==> src/rtl/prog_encoder.sv <==
// prog_encoder: packs instruction fields into 16-bit words and streams them into program memory from address 0.
module prog_encoder #(
  parameter int DEPTH = 1024,
  parameter int AW = $clog2(DEPTH)
) (
  input  logic          clk,
  input  logic          rst,
  input  logic          start,
  input  logic          in_valid,
  output logic          in_ready,
  input  logic [3:0]    in_opcode,
  input  logic [1:0]    in_src,
  input  logic [9:0]    in_value,
  input  logic          in_last,
  output logic          mem_we,
  output logic [AW-1:0] mem_addr,
  output logic [15:0]   mem_wdata,
  output logic [AW:0]   count,
  output logic          busy,
  output logic          done,
  output logic          err,
  output logic [2:0]    err_code
);
  typedef enum logic [1:0] {IDLE, LOAD, DONE, ERROR} state_t;
  state_t state;
  logic accept, no_operand;
  logic [2:0] chk;
  logic [9:0] low;
  logic [15:0] word;
  assign in_ready = state == LOAD;
  assign busy = state == LOAD;
  assign done = state == DONE;
  assign err = state == ERROR;
  assign accept = in_valid && in_ready;
  assign no_operand = in_opcode == 4'h0 || in_opcode == 4'hf;
  always_comb begin
    chk = no_operand ? 3'd0 :
          (in_src == 2'b01 && |in_value[9:8]) ? 3'd1 :
          (in_src[1] && |in_value[9:3]) ? 3'd2 :
          (in_opcode == 4'hc && in_src == 2'b01) ? 3'd3 : 3'd0;
    low = in_src == 2'b00 ? in_value :
          in_src == 2'b01 ? {2'b0, in_value[7:0]} : {7'b0, in_value[2:0]};
    word = no_operand ? {2'b00, in_opcode, 10'b0} : {in_src, in_opcode, low};
  end
  // count doubles as the next write address: it never exceeds DEPTH while in LOAD
  always_ff @(posedge clk) begin
    if (rst) begin
      state <= IDLE;
      mem_we <= 1'b0;
      mem_addr <= '0;
      mem_wdata <= '0;
      count <= '0;
      err_code <= '0;
    end else begin
      mem_we <= 1'b0;
      if (state != LOAD && start) begin
        state <= LOAD;
        count <= '0;
        err_code <= '0;
      end else if (accept) begin
        if (chk != 3'd0) begin
          state <= ERROR;
          err_code <= chk;
        end else begin
          mem_we <= 1'b1;
          mem_addr <= count[AW-1:0];
          mem_wdata <= word;
          count <= count + 1'b1;
          if (in_last) state <= DONE;
          else if (&count[AW-1:0]) begin
            state <= ERROR;
            err_code <= 3'd4;
          end
        end
      end
    end
  end
endmodule
==> config.mk <==
export PLATFORM = sky130hd
export DESIGN_NAME = prog_encoder
export DESIGN_NICKNAME = d
export VERILOG_FILES = /design/src/rtl/prog_encoder.sv
export SDC_FILE = /design/constraint.sdc
export NUM_CORES = 1
export LEC_CHECK = 0
export ABC_AREA = 1
export CORE_ASPECT_RATIO = 0.75
export CORE_MARGIN = 4
export CORE_UTILIZATION = 51
export CTS_BUF_LIST = sky130_fd_sc_hd__clkbuf_8
export DETAILED_ROUTE_END_ITERATION = 10
export PLACE_DENSITY_LB_ADDON = 0.2
export SETUP_SLACK_MARGIN = 0.5
export SLEW_MARGIN = 0
export SYNTH_ARGS = -nofsm -noshare
export SYNTH_HDL_FRONTEND = slang
export SYNTH_SLANG_ARGS = --single-unit
==> constraint.sdc <==
create_clock -name clk -period 2.3 [get_ports clk]
set_input_delay 0.69 -clock clk [delete_from_list [all_inputs] [get_ports clk]]
set_output_delay 0.69 -clock clk [all_outputs]
set_load 0.005 [all_outputs]
==> impl_metrics.tcl, run 1 <==
set metrics [dict create \
    root_buffer "clkbuf_8" \
    ys_seq_area_share_pct 41.90 \
    syn_area_um2 2054 \
    synth.avg_cell_area_um2 7.609 \
    clock_sinks 43 \
    yosysTopAreaCellShare_pct 41.90 \
    syn-num-nets 292 \
    placedCellCount 394 \
    stop_stage "global routing" \
    grt_util_all_layers_pct 72.13 \
    grt-worst-endpoint "mem_addr[6]$_SDFFE_PP0P_/D" \
    grt_max_degree 21 \
    toolErrorMsg "[ERROR GRT-0232] Routing congestion too high. Check the congestion heatmap in the GUI." \
    htree_levels 2 \
    outcome "stopped before the end" \
    cts_made_buffers 5 \
    grt_overflow_total 48 \
    clk_path_buf_depth 2 \
    holdBufCountCts 0 \
    ys_ff_latch 43 \
    synth_area_leader_cell "dfxtp_1" \
    endpoint_type "sequential cell input" \
    portBuffers 65 \
    dp_hpwl_mm 3.901 \
    yosysUniqueCellTypes 30 \
    yosys_warnings 0 \
    place_area_um2 2865 \
    die_h_um 62.97 \
    die_x_um 81.29 \
    gp_congestion 0.8113 \
    ios 66 \
    postSynthCellCount 270 \
    floorplan.rows 19 \
    initial_utilization_pct 54.35 \
    yosys-top-cells-area "dfxtp_1 42%, nand2_1 11%, nor2_1 5.7%" \
]
-- timing repair --
action / CTS
setup buffers: 26
resized for setup: 177
gates cloned: 7
endpoints found under the setup margin: 87
pin swaps: 27
-- synth_stat cells --
cell type,number
inv_4,2
xnor2_1,3
inv_1,19
nand2_4,4
nor2_8,1
clkbuf_1,3
nor2_2,3
a21oi_4,1
buf_6,6
buf_1,1
inv_2,3
nor2_4,1
o21ai_1,6
nand2_1,60
ha_1,1
a21oi_1,20
nand4_1,4
nand3_2,1
o21ai_2,11
nand3_1,23
xor2_1,2
nand2_2,3
nor3_1,3
or2_1,1
nand2_8,1
o21ai_0,11
buf_4,1
dfxtp_1,43
o211ai_1,1
nor2_1,31
-- through the flow --
stage               setup slack [ns]  hold WS, ns
floorplan                     0.5554       0.4546
global placement             -0.1179       0.4473
detailed placement           -0.1289       0.4504
CTS                           0.4555       0.4600
-- routing by layer --
metal  overflow  GRT usage, %
met3          2         59.80
met5          0         7.778
met2         22         84.25
met1          0         73.19
met4         24         74.68
-- logic make-up after synthesis --
| group | after synthesis | synth area share (%) |
|---|---|---|
| AOI/OAI and AO/OA | 50 | 14.86 |
| xor gates and xnor gates | 5 | 2.132 |
| adders and majority gates | 1 | 0.6089 |
| buffers and inverters | 35 | 9.013 |
| DFF | 43 | 41.90 |
| and+or+nand+nor | 136 | 31.49 |
==> run 2, diff against run 1 <==
==> config.mk (replaced) <==
export PLATFORM = sky130hd
export DESIGN_NAME = prog_encoder
export DESIGN_NICKNAME = d
export VERILOG_FILES = /design/src/rtl/prog_encoder.sv
export SDC_FILE = /design/constraint.sdc
export NUM_CORES = 1
export LEC_CHECK = 0
export ABC_AREA = 1
export CORE_MARGIN = 4
export CORE_UTILIZATION = 40
export DETAILED_ROUTE_END_ITERATION = 10
export PLACE_DENSITY_LB_ADDON = 0.15
export SLEW_MARGIN = 0
export SYNTH_ARGS = -nofsm -noshare
export SYNTH_HDL_FRONTEND = slang
export SYNTH_SLANG_ARGS = --single-unit
==> impl_metrics.tcl, run 2 <==
set metrics [dict create \
    ys.flop_type "dfxtp_1" \
    cts_made_buffers 5 \
    power_density_nw_per_um2 525.8 \
    grt_max_degree 18 \
    area_growth_pct 44.64 \
    postSynthCellCount 270 \
    hp-start "mem_addr[8]" \
    grt_util_all_layers_pct 16.79 \
    wl_per_cell_um 11.97 \
    ir_drop_uv 374.8 \
    seqCellArea_um2 860.8 \
    switching_share_pct 24.88 \
    yosys-top-cells-area "dfxtp_1 42%, nand2_1 11%, nor2_1 5.7%" \
    fmaxAchievable_ghz 0.4786 \
    place_area_um2 2872 \
    path_clk_slew_ns 0.08 \
    reg2reg_slack_ns 0.50 \
    ios 66 \
    fillCellCount 438 \
    pwr-share-clk_pct 33.4 \
    rr_worst_depth 8 \
    min_period_over_period_pct 90.85 \
    worstSetupPathType "register to output pin" \
    synth.avg_cell_area_um2 7.609 \
    die_h_um 79.67 \
    crit_fanout 4 \
    synthArstFlopShare_pct 0 \
    diodes 0 \
    critPathArrivalTime_ns 1.40 \
    drive_gt1_share_pct 16.00 \
    whs_ns 0.4580 \
    antenna_found_initial 0 \
    clock_latency_ns 0.29 \
    largest-register "mem_wdata" \
    largest_reg_flops 16 \
    hold_class "register to register" \
    drc 0 \
    worstSetupStartpointType "register" \
    yosys_warnings 0 \
    postCtsSetupRepairBufs 0 \
    floorplan.rows 25 \
    clk_path_buf_depth 2 \
    slew_headroom_pct 72.12 \
    nets 371 \
    clock_sinks 43 \
    final_core_util_pct 61.29 \
    startpoint "state[0]" \
    syn_area_um2 2054 \
    final_area_um2 2972 \
    crit_path_end_kind "output pin" \
    switching_power_mw 0.3887 \
    cts_resized 0 \
    multi_input_area_um2 1008 \
    die_x_um 79.67 \
    ys_ff_latch 43 \
    first_pass_iters 4 \
    maxCapViolCount 0 \
    ys_seq_area_share_pct 41.90 \
    grt_pass1_vias 1843 \
    yosysUniqueCellTypes 30 \
    pre_cts_slack_ns -0.06107 \
    top_regs "mem_wdata x16, count x11, mem_addr x10" \
    p_int_mw 1.174 \
    portBuffers 65 \
    holdBufCountCts 0 \
    seqPwrFrac_pct 49.7 \
    via_per_inst 4.664 \
    setup_viol 0 \
    ant_nets 0 \
    dp_hpwl_mm 3.826 \
    period_minus_slack_ns 2.089 \
    coreArea_um2 4848 \
    drv_slew 0 \
    required_ns 1.61 \
    hold_violations 0 \
    grt_overflow_total 0 \
    gp_congestion 0.8697 \
    tightest_slew_ns 0.4177 \
    die_area_um2 6347 \
    root_buffer "clkbuf_8" \
    endpoint "in_ready" \
    yosys-top-cells-count "60 x nand2_1, 43 x dfxtp_1, 31 x nor2_1, 23 x nand3_1, 20 x a21oi_1" \
    syn-num-nets 292 \
    setup_slack_ns 0.2106 \
    outcome "completed" \
    synth.most_common_cell "nand2_1" \
    rr_startpoint "count[0]" \
    power_frac_comb_pct 16.9 \
    synth_edf_count 0 \
    cts_tree "built" \
    r2r-end "err_code[0]" \
    cellLeakagePower_nw 1.203 \
    fin_skew_ns 0.005462 \
    drt_iter0_drc 56 \
    yosysTopAreaCellShare_pct 41.90 \
    initial_utilization_pct 42.37 \
    synth_area_leader_cell "dfxtp_1" \
    grt_pass1_wl_mm 8.507 \
    num_vias 1945 \
    rsz0062_at_grt "no" \
    htree_levels 2 \
    layout_commonest_cell "clkdlybuf4s50_1" \
    layout_common_cells "65 x clkdlybuf4s50_1, 60 x nand2_1, 43 x dfxtp_1" \
    wirelength_mm 4.992 \
]
run 2: cell counts after synthesis:
No cell type changed its count.
run 2: through the flow:
stage / total power [mW] / setup TNS (ns) / instances
after CTS: 1.587 / 0 / 417
final: 1.563 / 0 / 417
after global routing: 1.641 / 0 / 417
after detailed placement: 1.062 / -1.419 / 409
after floorplan: 0.9301 / 0 / 270
after global placement: 1.059 / -1.252 / 409
run 2: per-layer routing:
| layer | global-route usage [%] | part of all wire (%) |
|---|---|---|
| met5 | 0 | 0 |
| met4 | 6.014 | 1.3 |
| met3 | 3.725 | 6.0 |
| met2 | 28.21 | 48 |
| met1 | 20.96 | 45 |
run 2: layout make-up:
class	count	share of cell area, %
multi-input cells	192	33.94
flip-flops and latches	43	28.97
well taps	67	2.821
repair buffers	83	27.71
inverters	24	3.200
clock buffers	8	3.368
run 2: power groups by stage:
stage / Sequential, mW / Clock (mW) / Combinational, mW
detailed placement: 0.794 / 0 / 0.267
global route: 0.780 / 0.568 / 0.293
finish: 0.777 / 0.521 / 0.264
global placement: 0.794 / 0 / 0.265
floorplan: 0.794 / 0 / 0.136
CTS: 0.777 / 0.542 / 0.268
run 2: worst min-delay path by stage:
| stage | slack, ns | cells past startpoint | endpoint |
|---|---|---|---|
| floorplan | 0.45 | 2 | err_code[0] |
| global placement | 0.45 | 2 | mem_addr[4] |
| detailed placement | 0.45 | 2 | mem_addr[8] |
| CTS | 0.46 | 2 | mem_addr[8] |
| global route | 0.47 | 2 | mem_addr[2] |
| finish | 0.46 | 2 | mem_addr[8] |
run 2: critical path, stage by stage, from the launching register on:
cell,delay [ns]
dfxtp_1,0.39
inv_2,0.05
nor2_2,0.15
clkdlybuf4s50_1,0.53
run 2: cells by family after synthesis:
group / count (synthesis) / share of synthesized area [%]
AO/OA/AOI/OAI: 50 / 14.86
XOR/XNOR: 5 / 2.132
buffers and inverters: 35 / 9.013
adder cells (fa/ha/maj): 1 / 0.6089
flip-flops: 43 / 41.90
AND/OR/NAND/NOR: 136 / 31.49
(Power assumes the default switching activity.)
==> run 3, diff against run 2 <==
--- a/config.mk
+++ b/config.mk
@@ -7,7 +7,7 @@
 export LEC_CHECK = 0
 export ABC_AREA = 1
 export CORE_MARGIN = 4
-export CORE_UTILIZATION = 40
+export CORE_UTILIZATION = 46
 export DETAILED_ROUTE_END_ITERATION = 10
 export PLACE_DENSITY_LB_ADDON = 0.15
 export SLEW_MARGIN = 0
==> constraint.sdc (replaced) <==
create_clock -name clk -period 2.04 [get_ports clk]
set_input_delay 0.612 -clock clk [delete_from_list [all_inputs] [get_ports clk]]
set_output_delay 0.612 -clock clk [all_outputs]
set_load 0.005 [all_outputs]
==> impl_metrics.tcl, run 3 (same netlist as run 2, synthesis figures left out) <==
set metrics [dict create \
    outcome "completed" \
    num_vias 2032 \
    hold_violations 0 \
    clock_sinks 43 \
    crit_family "buffers and inverters" \
    cts_made_buffers 5 \
    drt_iter0_drc 110 \
    whs_ns 0.4621 \
    top_regs "mem_wdata x16, count x11, mem_addr x10" \
    rr_startpoint "count[1]" \
    initial_utilization_pct 47.51 \
    fin_setup_tns_ns 0 \
    totalPowerFinal_mw 1.739 \
    coreArea_um2 4324 \
    area_growth_pct 50.43 \
    hp-start "mem_addr[3]" \
    power_density_nw_per_um2 562.8 \
    ant_nets 0 \
    die_x_um 74.83 \
    min_period_over_period_pct 98.11 \
    antenna_found_initial 0 \
    grt_util_all_layers_pct 19.10 \
    cpPeakStageDelay_ns 0.53 \
    worstSetupStartpointType "input port" \
    pre_cts_slack_ns -0.2860 \
    slew_headroom_pct 72.89 \
    holdBufCountCts 0 \
    grt_overflow_total 0 \
    wl_per_cell_um 12.28 \
    cellLeakagePower_nw 1.371 \
    reg2reg_slack_ns 0.27 \
    fin_skew_ns 0.005948 \
    ios 66 \
    switching_share_pct 25.64 \
    floorplan.rows 24 \
    drive_gt1_share_pct 19.27 \
    placedCellCount 398 \
    power_frac_comb_pct 18.5 \
    wirelength_mm 5.036 \
    dp_hpwl_mm 3.828 \
    grt_max_degree 17 \
    switching_power_mw 0.4460 \
    htree_levels 2 \
    layout_common_cells "60 x nand2_1, 53 x clkdlybuf4s50_1, 42 x dfxtp_1" \
    layout_commonest_cell "nand2_1" \
    grt_pass1_wl_mm 8.404 \
    seqPwrFrac_pct 50.3 \
    path_clk_slew_ns 0.07 \
    grt_pass1_vias 2008 \
    pwr-share-clk_pct 31.2 \
    crit_fanout 7 \
    largest-register "mem_wdata" \
    period_minus_slack_ns 2.001 \
    setup_viol 0 \
    die_h_um 74.83 \
    setup_slack_ns 0.03850 \
    clock_latency_ns 0.30 \
    gp_congestion 0.8314 \
    seqCellArea_um2 862.1 \
    first_pass_iters 4 \
    drv_slew 0 \
    p_int_mw 1.293 \
    via_per_inst 4.956 \
    nets 380 \
    worstSetupPathType "input port to register" \
    cts_tree "built" \
    worstPathCellList "clkdlybuf4s50_1 > nor2_4 > o21ai_2 > inv_2 > nor2_4 > nand2_4 > nand2_4 > nor2_8 > clkbuf_16 > o21ai_0 > nor2_1" \
    startpoint "in_src[1]" \
    critPathSlowestCell "clkdlybuf4s50_1" \
    portBuffers 65 \
    ir_drop_uv 353.5 \
    stdcell_count 410 \
    diodes 0 \
    drc 0 \
    hold_class "register to register" \
    rsz0062_at_grt "no" \
    maxCapViolCount 0 \
    path_buf_inv 3 \
    fillCellCount 369 \
    multi_input_area_um2 1033 \
    largest_reg_flops 16 \
    crit_path_end_kind "register" \
    tightest_slew_ns 0.4062 \
    fmaxAchievable_ghz 0.4996 \
    die_area_um2 5600 \
    critPathArrivalTime_ns 2.19 \
    root_buffer "clkbuf_8" \
    required_ns 2.23 \
    clk_path_buf_depth 2 \
]
==> run 3: cell types whose count changed in the layout (fill, tap and decap cells not counted), moves of 2 or more <==
cell | before | now
nor2_4 | 1 | 3
clkdlybuf4s50_1 | 65 | 53
dlymetal6s2s_1 | 0 | 12
buf_4 | 15 | 20
o21ai_0 | 11 | 9
==> run 3: worst paths after layout <==
| check | endpoint | cells past startpoint |
|---|---|---|
| max | mem_addr[5] | 11 |
| min | mem_addr[3] | 2 |
| max reg2reg | err_code[1] | 8 |
| min reg2reg | mem_addr[3] | 2 |
==> run 3: power groups by stage <==
stage / clock network, mW / logic, mW / registers (mW)
3_5_place_dp: 0 / 0.308 / 0.895
6_report: 0.543 / 0.321 / 0.876
3_3_place_gp: 0 / 0.304 / 0.894
2_1_floorplan: 0 / 0.153 / 0.896
5_1_grt: 0.593 / 0.352 / 0.879
4_1_cts: 0.561 / 0.309 / 0.875
==> run 3: per-layer routing <==
layer	global-route usage [%]	vias to the layer above	part of all wire (%)
met1	22.72	921	43
met5	0	-	0
met4	8.300	0	1.4
met2	33.37	57	49
li1	-	1047	-
met3	3.605	7	6.2
==> run 3: per-stage QoR <==
stage | utilization (%) | instance area [um2]
global placement | 66.96 | 2895
CTS | 68.98 | 2983
detailed placement | 66.96 | 2895
finish | 71.47 | 3090
floorplan | - | 2054
global route | 71.47 | 3090
==> run 3: layout make-up <==
type	instances	share of cell area (%)
Multi-Input combinational cell	193	33.44
Timing Repair Buffer	91	30.65
Sequential cell	43	27.89
Inverter	24	3.077
Clock buffer	6	2.672
Tap cell	52	2.105
Clock inverter	1	0.1619
==> run 3: what timing repair did <==
item                       CTS  global route
resized for setup            0            20
setup endpoints to repair    0            29
setup buffers                0             3
==> run 3: worst reg2reg max path, stage by stage, from the launching register on <==
cell and delay, ns:
dfxtp_1 0.40, ha_1 0.26, nand3_1 0.15, nor2_1 0.20, nand2_1 0.15, o211ai_1 0.23, nand2_1 0.12, nand2_1 0.08
a21oi_1 0.05
